**src/rtl/ex_muldiv_unit_pkg.sv**
```systemverilog
// Shared definitions for the iterative multiply/divide unit:
// operand width, opcode encodings and FSM states.
package muldiv_pkg;

  localparam int WIDTH = 32;

  typedef enum logic [1:0] {
    OP_MULTU = 2'b00,
    OP_MULT  = 2'b01,
    OP_DIVU  = 2'b10,
    OP_DIV   = 2'b11
  } op_e;

  typedef enum logic [1:0] {
    IDLE = 2'b00,
    CALC = 2'b01,
    FIX  = 2'b10,
    DONE = 2'b11
  } state_e;

endpackage

```
**src/rtl/ex_muldiv_unit_if.sv**
```systemverilog
// EX-stage request and HI/LO result bundle between the pipeline and the
// multiply/divide unit.
interface ex_muldiv_unit_if #(
  parameter int WIDTH = muldiv_pkg::WIDTH
);
  logic             start_i;
  logic [1:0]       op_i;
  logic [WIDTH-1:0] RSdata_i;
  logic [WIDTH-1:0] RTdata_i;
  logic             flush_i;
  logic             busy_o;
  logic             done_o;
  logic             div_by_zero_o;
  logic [WIDTH-1:0] hi_o;
  logic [WIDTH-1:0] lo_o;

  modport master (
    output start_i, op_i, RSdata_i, RTdata_i, flush_i,
    input  busy_o, done_o, div_by_zero_o, hi_o, lo_o
  );

  modport slave (
    input  start_i, op_i, RSdata_i, RTdata_i, flush_i,
    output busy_o, done_o, div_by_zero_o, hi_o, lo_o
  );
endinterface

```
**src/rtl/ex_muldiv_unit_sign_fix.sv**
```systemverilog
// Combinational two's-complement conditional negate; serves as abs() when
// i_neg is the operand's own sign bit.
module muldiv_sign_fix #(
  parameter int W = 32
) (
  input  logic [W-1:0] i_val,
  input  logic         i_neg,
  output logic [W-1:0] o_val
);
  assign o_val = i_neg ? ((~i_val) + W'(1)) : i_val;
endmodule

```
**src/rtl/ex_muldiv_unit.sv**
```systemverilog
// Iterative 32-step shift-add multiplier / restoring divider writing HI/LO,
// with stall (busy) and flush handling for the EX stage.
module ex_muldiv_unit #(
  parameter int WIDTH = muldiv_pkg::WIDTH
) (
  input  logic             clk_i,
  input  logic             rst_n_i,
  ex_muldiv_unit_if.slave  bus
);
  import muldiv_pkg::*;

  localparam int CNT_W = $clog2(WIDTH);

  state_e             r_state;
  op_e                r_op;
  logic [CNT_W-1:0]   r_cnt;
  logic [2*WIDTH-1:0] r_acc;
  logic [WIDTH-1:0]   r_opb;
  logic               r_neg_res;
  logic               r_rs_neg;
  logic [WIDTH-1:0]   r_hi;
  logic [WIDTH-1:0]   r_lo;
  logic               r_busy;
  logic               r_done;
  logic               r_dbz;

  logic [WIDTH-1:0]   w_in  [2];
  logic [WIDTH-1:0]   w_mag [2];

  assign w_in[0] = bus.RSdata_i;
  assign w_in[1] = bus.RTdata_i;

  // Signed opcodes have op_i[0] set; unsigned operands pass through unchanged.
  generate
    for (genvar gi = 0; gi < 2; gi++) begin : g_abs
      muldiv_sign_fix #(.W(WIDTH)) u_abs (
        .i_val (w_in[gi]),
        .i_neg (bus.op_i[0] & w_in[gi][WIDTH-1]),
        .o_val (w_mag[gi])
      );
    end
  endgenerate

  // Multiply: acc = {partial product, remaining multiplier bits}.
  logic [WIDTH:0]     w_mul_sum;
  logic [2*WIDTH-1:0] w_mul_next;
  assign w_mul_sum  = {1'b0, r_acc[2*WIDTH-1:WIDTH]} + (r_acc[0] ? {1'b0, r_opb} : {(WIDTH+1){1'b0}});
  assign w_mul_next = {w_mul_sum, r_acc[WIDTH-1:1]};

  // Divide: acc = {remainder, dividend/quotient}; shifted remainder needs one extra bit.
  logic [WIDTH:0]     w_rem_sh;
  logic [WIDTH-1:0]   w_rem_sub;
  logic               w_ge;
  logic [2*WIDTH-1:0] w_div_next;
  assign w_rem_sh   = r_acc[2*WIDTH-1:WIDTH-1];
  assign w_ge       = (w_rem_sh >= {1'b0, r_opb});
  assign w_rem_sub  = w_rem_sh[WIDTH-1:0] - r_opb;
  assign w_div_next = {(w_ge ? w_rem_sub : w_rem_sh[WIDTH-1:0]), r_acc[WIDTH-2:0], w_ge};

  logic [2*WIDTH-1:0] w_prod;
  logic [WIDTH-1:0]   w_quo;
  logic [WIDTH-1:0]   w_rem;

  muldiv_sign_fix #(.W(2*WIDTH)) u_fix_prod (.i_val(r_acc), .i_neg(r_neg_res), .o_val(w_prod));
  muldiv_sign_fix #(.W(WIDTH)) u_fix_quo (.i_val(r_acc[WIDTH-1:0]), .i_neg(r_neg_res), .o_val(w_quo));
  muldiv_sign_fix #(.W(WIDTH)) u_fix_rem (.i_val(r_acc[2*WIDTH-1:WIDTH]), .i_neg(r_rs_neg), .o_val(w_rem));

  always_ff @(posedge clk_i or negedge rst_n_i) begin
    if (!rst_n_i) begin
      r_state   <= IDLE;
      r_op      <= OP_MULTU;
      r_cnt     <= '0;
      r_acc     <= '0;
      r_opb     <= '0;
      r_neg_res <= 1'b0;
      r_rs_neg  <= 1'b0;
      r_hi      <= '0;
      r_lo      <= '0;
      r_busy    <= 1'b0;
      r_done    <= 1'b0;
      r_dbz     <= 1'b0;
    end else begin
      r_done <= 1'b0;
      case (r_state)
        IDLE: begin
          if (bus.start_i && !bus.flush_i) begin
            r_op      <= op_e'(bus.op_i);
            r_cnt     <= '0;
            r_dbz     <= 1'b0;
            r_acc     <= {{WIDTH{1'b0}}, w_mag[0]};
            r_opb     <= w_mag[1];
            r_rs_neg  <= bus.op_i[0] & bus.RSdata_i[WIDTH-1];
            r_neg_res <= bus.op_i[0] & (bus.RSdata_i[WIDTH-1] ^ bus.RTdata_i[WIDTH-1]);
            if (bus.op_i[1] && (bus.RTdata_i == '0)) begin
              r_state <= DONE;
              r_done  <= 1'b1;
              r_dbz   <= 1'b1;
            end else begin
              r_state <= CALC;
              r_busy  <= 1'b1;
            end
          end
        end
        CALC: begin
          if (bus.flush_i) begin
            r_state <= IDLE;
            r_busy  <= 1'b0;
          end else begin
            r_acc <= r_op[1] ? w_div_next : w_mul_next;
            r_cnt <= r_cnt + CNT_W'(1);
            if (r_cnt == CNT_W'(WIDTH-1)) r_state <= FIX;
          end
        end
        FIX: begin
          r_busy <= 1'b0;
          if (bus.flush_i) begin
            r_state <= IDLE;
          end else begin
            r_state <= DONE;
            r_done  <= 1'b1;
            if (r_op[1]) begin
              r_hi <= w_rem;
              r_lo <= w_quo;
            end else begin
              {r_hi, r_lo} <= w_prod;
            end
          end
        end
        DONE:    r_state <= IDLE;
        default: r_state <= IDLE;
      endcase
    end
  end

  assign bus.busy_o        = r_busy;
  assign bus.done_o        = r_done;
  assign bus.div_by_zero_o = r_dbz;
  assign bus.hi_o          = r_hi;
  assign bus.lo_o          = r_lo;

endmodule

```
**src/flat_wrapper.sv**
```systemverilog
// flat-port wrapper written by rule: the top's interface ports become plain ports
module ex_muldiv_unit_flat import muldiv_pkg::*;
#(
  parameter int WIDTH = muldiv_pkg::WIDTH
)
  (clk_i, rst_n_i, bus_start_i, bus_op_i, bus_RSdata_i, bus_RTdata_i, bus_flush_i, bus_busy_o, bus_done_o, bus_div_by_zero_o, bus_hi_o, bus_lo_o);
  ex_muldiv_unit_if #(.WIDTH(WIDTH)) bus_i ();
  input  logic clk_i;
  input  logic rst_n_i;
  input wire logic [$bits(bus_i.start_i)-1:0] bus_start_i;
  input wire logic [$bits(bus_i.op_i)-1:0] bus_op_i;
  input wire logic [$bits(bus_i.RSdata_i)-1:0] bus_RSdata_i;
  input wire logic [$bits(bus_i.RTdata_i)-1:0] bus_RTdata_i;
  input wire logic [$bits(bus_i.flush_i)-1:0] bus_flush_i;
  output wire logic [$bits(bus_i.busy_o)-1:0] bus_busy_o;
  output wire logic [$bits(bus_i.done_o)-1:0] bus_done_o;
  output wire logic [$bits(bus_i.div_by_zero_o)-1:0] bus_div_by_zero_o;
  output wire logic [$bits(bus_i.hi_o)-1:0] bus_hi_o;
  output wire logic [$bits(bus_i.lo_o)-1:0] bus_lo_o;
  assign bus_i.start_i = bus_start_i;
  assign bus_i.op_i = bus_op_i;
  assign bus_i.RSdata_i = bus_RSdata_i;
  assign bus_i.RTdata_i = bus_RTdata_i;
  assign bus_i.flush_i = bus_flush_i;
  assign bus_busy_o = bus_i.busy_o;
  assign bus_done_o = bus_i.done_o;
  assign bus_div_by_zero_o = bus_i.div_by_zero_o;
  assign bus_hi_o = bus_i.hi_o;
  assign bus_lo_o = bus_i.lo_o;
  ex_muldiv_unit #(.WIDTH(WIDTH)) u_core (.clk_i(clk_i), .rst_n_i(rst_n_i), .bus(bus_i));
endmodule
```
**config.mk**
```make
export PLATFORM = sky130hd
export DESIGN_NAME = ex_muldiv_unit_flat
export DESIGN_NICKNAME = d
export VERILOG_FILES = /design/src/rtl/ex_muldiv_unit_pkg.sv /design/src/rtl/ex_muldiv_unit_if.sv /design/src/rtl/ex_muldiv_unit_sign_fix.sv /design/src/rtl/ex_muldiv_unit.sv /design/src/flat_wrapper.sv
export SDC_FILE = /design/constraint.sdc
export NUM_CORES = 1
export LEC_CHECK = 0
export BUFFER_PORTS_ARGS = -buffer_cell sky130_fd_sc_hd__clkbuf_2
export CORE_ASPECT_RATIO = 1.1
export CORE_MARGIN = 8
export CORE_UTILIZATION = 40
export CTS_BUF_LIST = sky130_fd_sc_hd__clkbuf_16
export DETAILED_ROUTE_END_ITERATION = 10
export GPL_TIMING_DRIVEN = 0
export PLACE_DENSITY_LB_ADDON = 0.08
export SLEW_MARGIN = 20
export SYNTH_ARGS = -nofsm -noshare
export SYNTH_HDL_FRONTEND = slang
export SYNTH_SLANG_ARGS = --single-unit
export TNS_END_PERCENT = 20
```
**constraint.sdc**
```tcl
create_clock -name clk_i -period 4.1 [get_ports clk_i]
set_input_delay 0.82 -clock clk_i [delete_from_list [all_inputs] [get_ports clk_i]]
set_output_delay 0.82 -clock clk_i [all_outputs]
set_load 0.01 [all_outputs]
```
==> results.cfg <==
[run_status]
status = finished, final reports clean

[timing]
setup_ws_ps = 157
slew_headroom_pct = 24.7
tightest_slew_ps = 1130
grt_setup_unrepaired = false
fin_crit_sh_pct = 96.2
hold_viol = 0
finClkSkew_ps = 13.5
clock.fmax_mhz = 254
setup_viol = 0
drv_slew = 0
period_needed_ps = 3940

[grt]
grt_max_degree = 77
grt.total_usage_pct = 24.7
use_met3_pct = 3.34
grtUsageMet1_pct = 31.0
grt_pass1_wl_mm = 80.8
use_met2_pct = 43.6
grt_pass1_vias = 13660
top_usage_layer = met2
antenna_found_initial = 0
gr-total-overflow = 0

[synthesis]
ys_top_cells_by_count = nand2_1 (255), o21ai_0 (255), dfrtp_1 (173)
synth.avg_cell_area_um2 = 7.88
synth_edf_count = 0
synth_area_um2 = 14200
synth_area_leader_cell = dfrtp_1
ys_async_sr_fraction_pct = 100
syn_inst = 1801
seq_area_frac_synth_pct = 30.5
synth_cell_types = 78
yosys_warnings = 0
yosysTopAreaCellShare_pct = 30.5
ys_ff_latch = 173
synth_area_leaders = dfrtp_1 (31%), o21ai_0 (9.0%), nand2_1 (6.7%)
ys.flop_type = dfrtp_1
synth_fp_nets = 1947

[cts]
clock_sinks = 173
cts_tree = done
clk_pin_slew_ps = 70
clockRootBuffer = clkbuf_16
cts_max_path_buffers = 2
cts.htree.levels = 4
cts_buffers = 17
insertion_delay_ps = 450
cts.hold.buffers_added = 0

[floorplanning]
coreArea_um2 = 35000
die_h_um = 213
start_util_pct = 40.5
chipWidth_um = 196
io_pins = 137
dieArea_um2 = 41700
fp-row-count = 72

[worst_setup_path]
cp-start-kind = register
crit_buf_inv = 1
cpMostUsedCell = o211ai_1
crit_type = register to register
path_depth = 11
cp-end-kind = register
path_max_fanout = 10
r2r_cells = 11
max_stage_delay_ps = 660
required_ps = 4430
path_cells = ha_1, a21oi_1, o21ai_0, or3_1, o211ai_1, o211ai_1, a21oi_4, clkbuf_1, nor3_1, a211oi_1, nand2_1
worst_path_max_delay_cell = dfrtp_1
cp_top_family = compound AO/OA/AOI/OAI gates
cp.arrival_ps = 4270

[final_layout]
syn2layout_area_growth_pct = 13.8
diodes = 0
nNetsFinal = 2105
num-fill-cells = 3581
drive_gt1_share_pct = 11.3

[drt]
drt-wirelength-per-cell_um = 21.5
drt_iter0_drc = 1078
routed_wl_mm = 52.0
ant_nets = 0
vias = 13960
dr.pass1.iters = 5
drc = 0
via_per_inst = 5.78

[placement]
dpl.hpwl_mm = 41.8
io_buffers = 136
routabilityCongestion = 0.962
pre_cts_ws_ps = -264

[pwr]
p_total_uw = 14300
total_leakage_power_uw = 0.00732
p_per_area_nw_per_um2 = 884
vdd_ir_drop_max_uv = 394

[job]
drv_cap = 0

[worst_hold_path]
hp-class = input port to asynchronous set/reset pin
## through the flow
step | utilization [%] | setup TNS, ps | hold slack, ps | instances | cell area [um^2]
after detailed placement | 44.2 | -1990 | 469 | 2383 | 15500
after global placement | 44.0 | -213900 | 460 | 2381 | 15400
final | 46.0 | 0 | 303 | 2416 | 16100
after CTS | 46.0 | 0 | 318 | 2415 | 16100
after global routing | 46.0 | 0 | 328 | 2416 | 16100
after floorplan | - | 0 | 445 | 1801 | 14200
## routing by layer
layer / share of wire, % / vias to the layer above
li1: - / 6732
met1: 44 / 6727
met2: 49 / 427
met3: 5.1 / 74
met4: 2.5 / 0
met5: 0 / -
## sequential cells by signal, indices dropped and copies added, names as in the netlist
name / flops
u_core.bus.busy_o: 1
u_core.bus.div_by_zero_o: 1
u_core.r_state: 2
u_core.bus.done_o: 1
u_core.r_rs_neg: 1
u_core.r_op: 1
u_core.r_acc: 64
u_core.bus.lo_o: 32
u_core.bus.hi_o: 32
u_core.r_cnt: 5
u_core.r_opb: 32
u_core.r_neg_res: 1
## cell usage in the layout, fill, tap and decap left out, types with 18 or more instances in the layout
cell type	Yosys	routed
nor3_1	35	33
mux2i_1	48	48
o31ai_1	24	24
clkbuf_2	1	138
a21o_1	35	35
nand4_1	18	18
clkbuf_1	86	84
a21oi_1	107	107
xor2_1	87	87
inv_1	57	57
nand2b_1	23	23
nand3_1	39	39
or3_1	18	18
o21ai_0	255	253
nand2_1	255	255
ha_1	74	74
nor2_1	141	141
xnor2_1	78	78
nor4_1	19	19
dfrtp_1	173	172
## logic make-up after synthesis
kind of cell | after synthesis | synth area share (%)
AO/OA/AOI/OAI | 557 | 23.7
XOR/XNOR | 165 | 10.2
adder cells (fa/ha/maj) | 76 | 6.81
buffers and inverters | 161 | 4.50
flip-flops | 173 | 30.5
multiplexers | 59 | 4.26
AND/OR/NAND/NOR | 610 | 20.0
## what timing repair did
| item | 4_1_cts | 5_1_grt |
|---|---|---|
| setup buffers | 0 | 1 |
| gates resized for setup | 4 | 7 |
| setup endpoints to repair | 13 | 14 |
## worst paths after layout
| check | slack (ps) | to | startpoint |
|---|---|---|---|
| hold reg to reg | 480 | u_core.r_opb[10] | u_core.r_opb[10] |
| setup reg to reg | 160 | u_core.r_acc[58] | u_core.r_acc[39] |
| min in group clk_i | 480 | u_core.r_opb[10] | u_core.r_opb[10] |
| max in group asynchronous | 2720 | u_core.r_acc[0] | rst_n_i |
| hold / removal | 300 | u_core.bus.hi_o[19] | rst_n_i |
| setup / recovery | 160 | u_core.r_acc[58] | u_core.r_acc[39] |
## where the power goes
part	switching (uW)	total, uW	internal, uW
Clock	772	1790	1020
Combinational	5640	9080	3440
Sequential	944	3390	2450
Total	7360	14300	6910
## cell type report
class                      count  area, um^2  area share, %
multi-input combinational   1467        9230           57.2
tap                          444         556           3.44
buffer                       103         423           2.62
sequential                   173        4330           26.8
inverter                      58         221           1.37
timing repair buffer         139         752           4.66
clock inverter                15         196           1.22
clock buffer                  17         425           2.64
No activity file was read; power rests on OpenSTA's default activity.
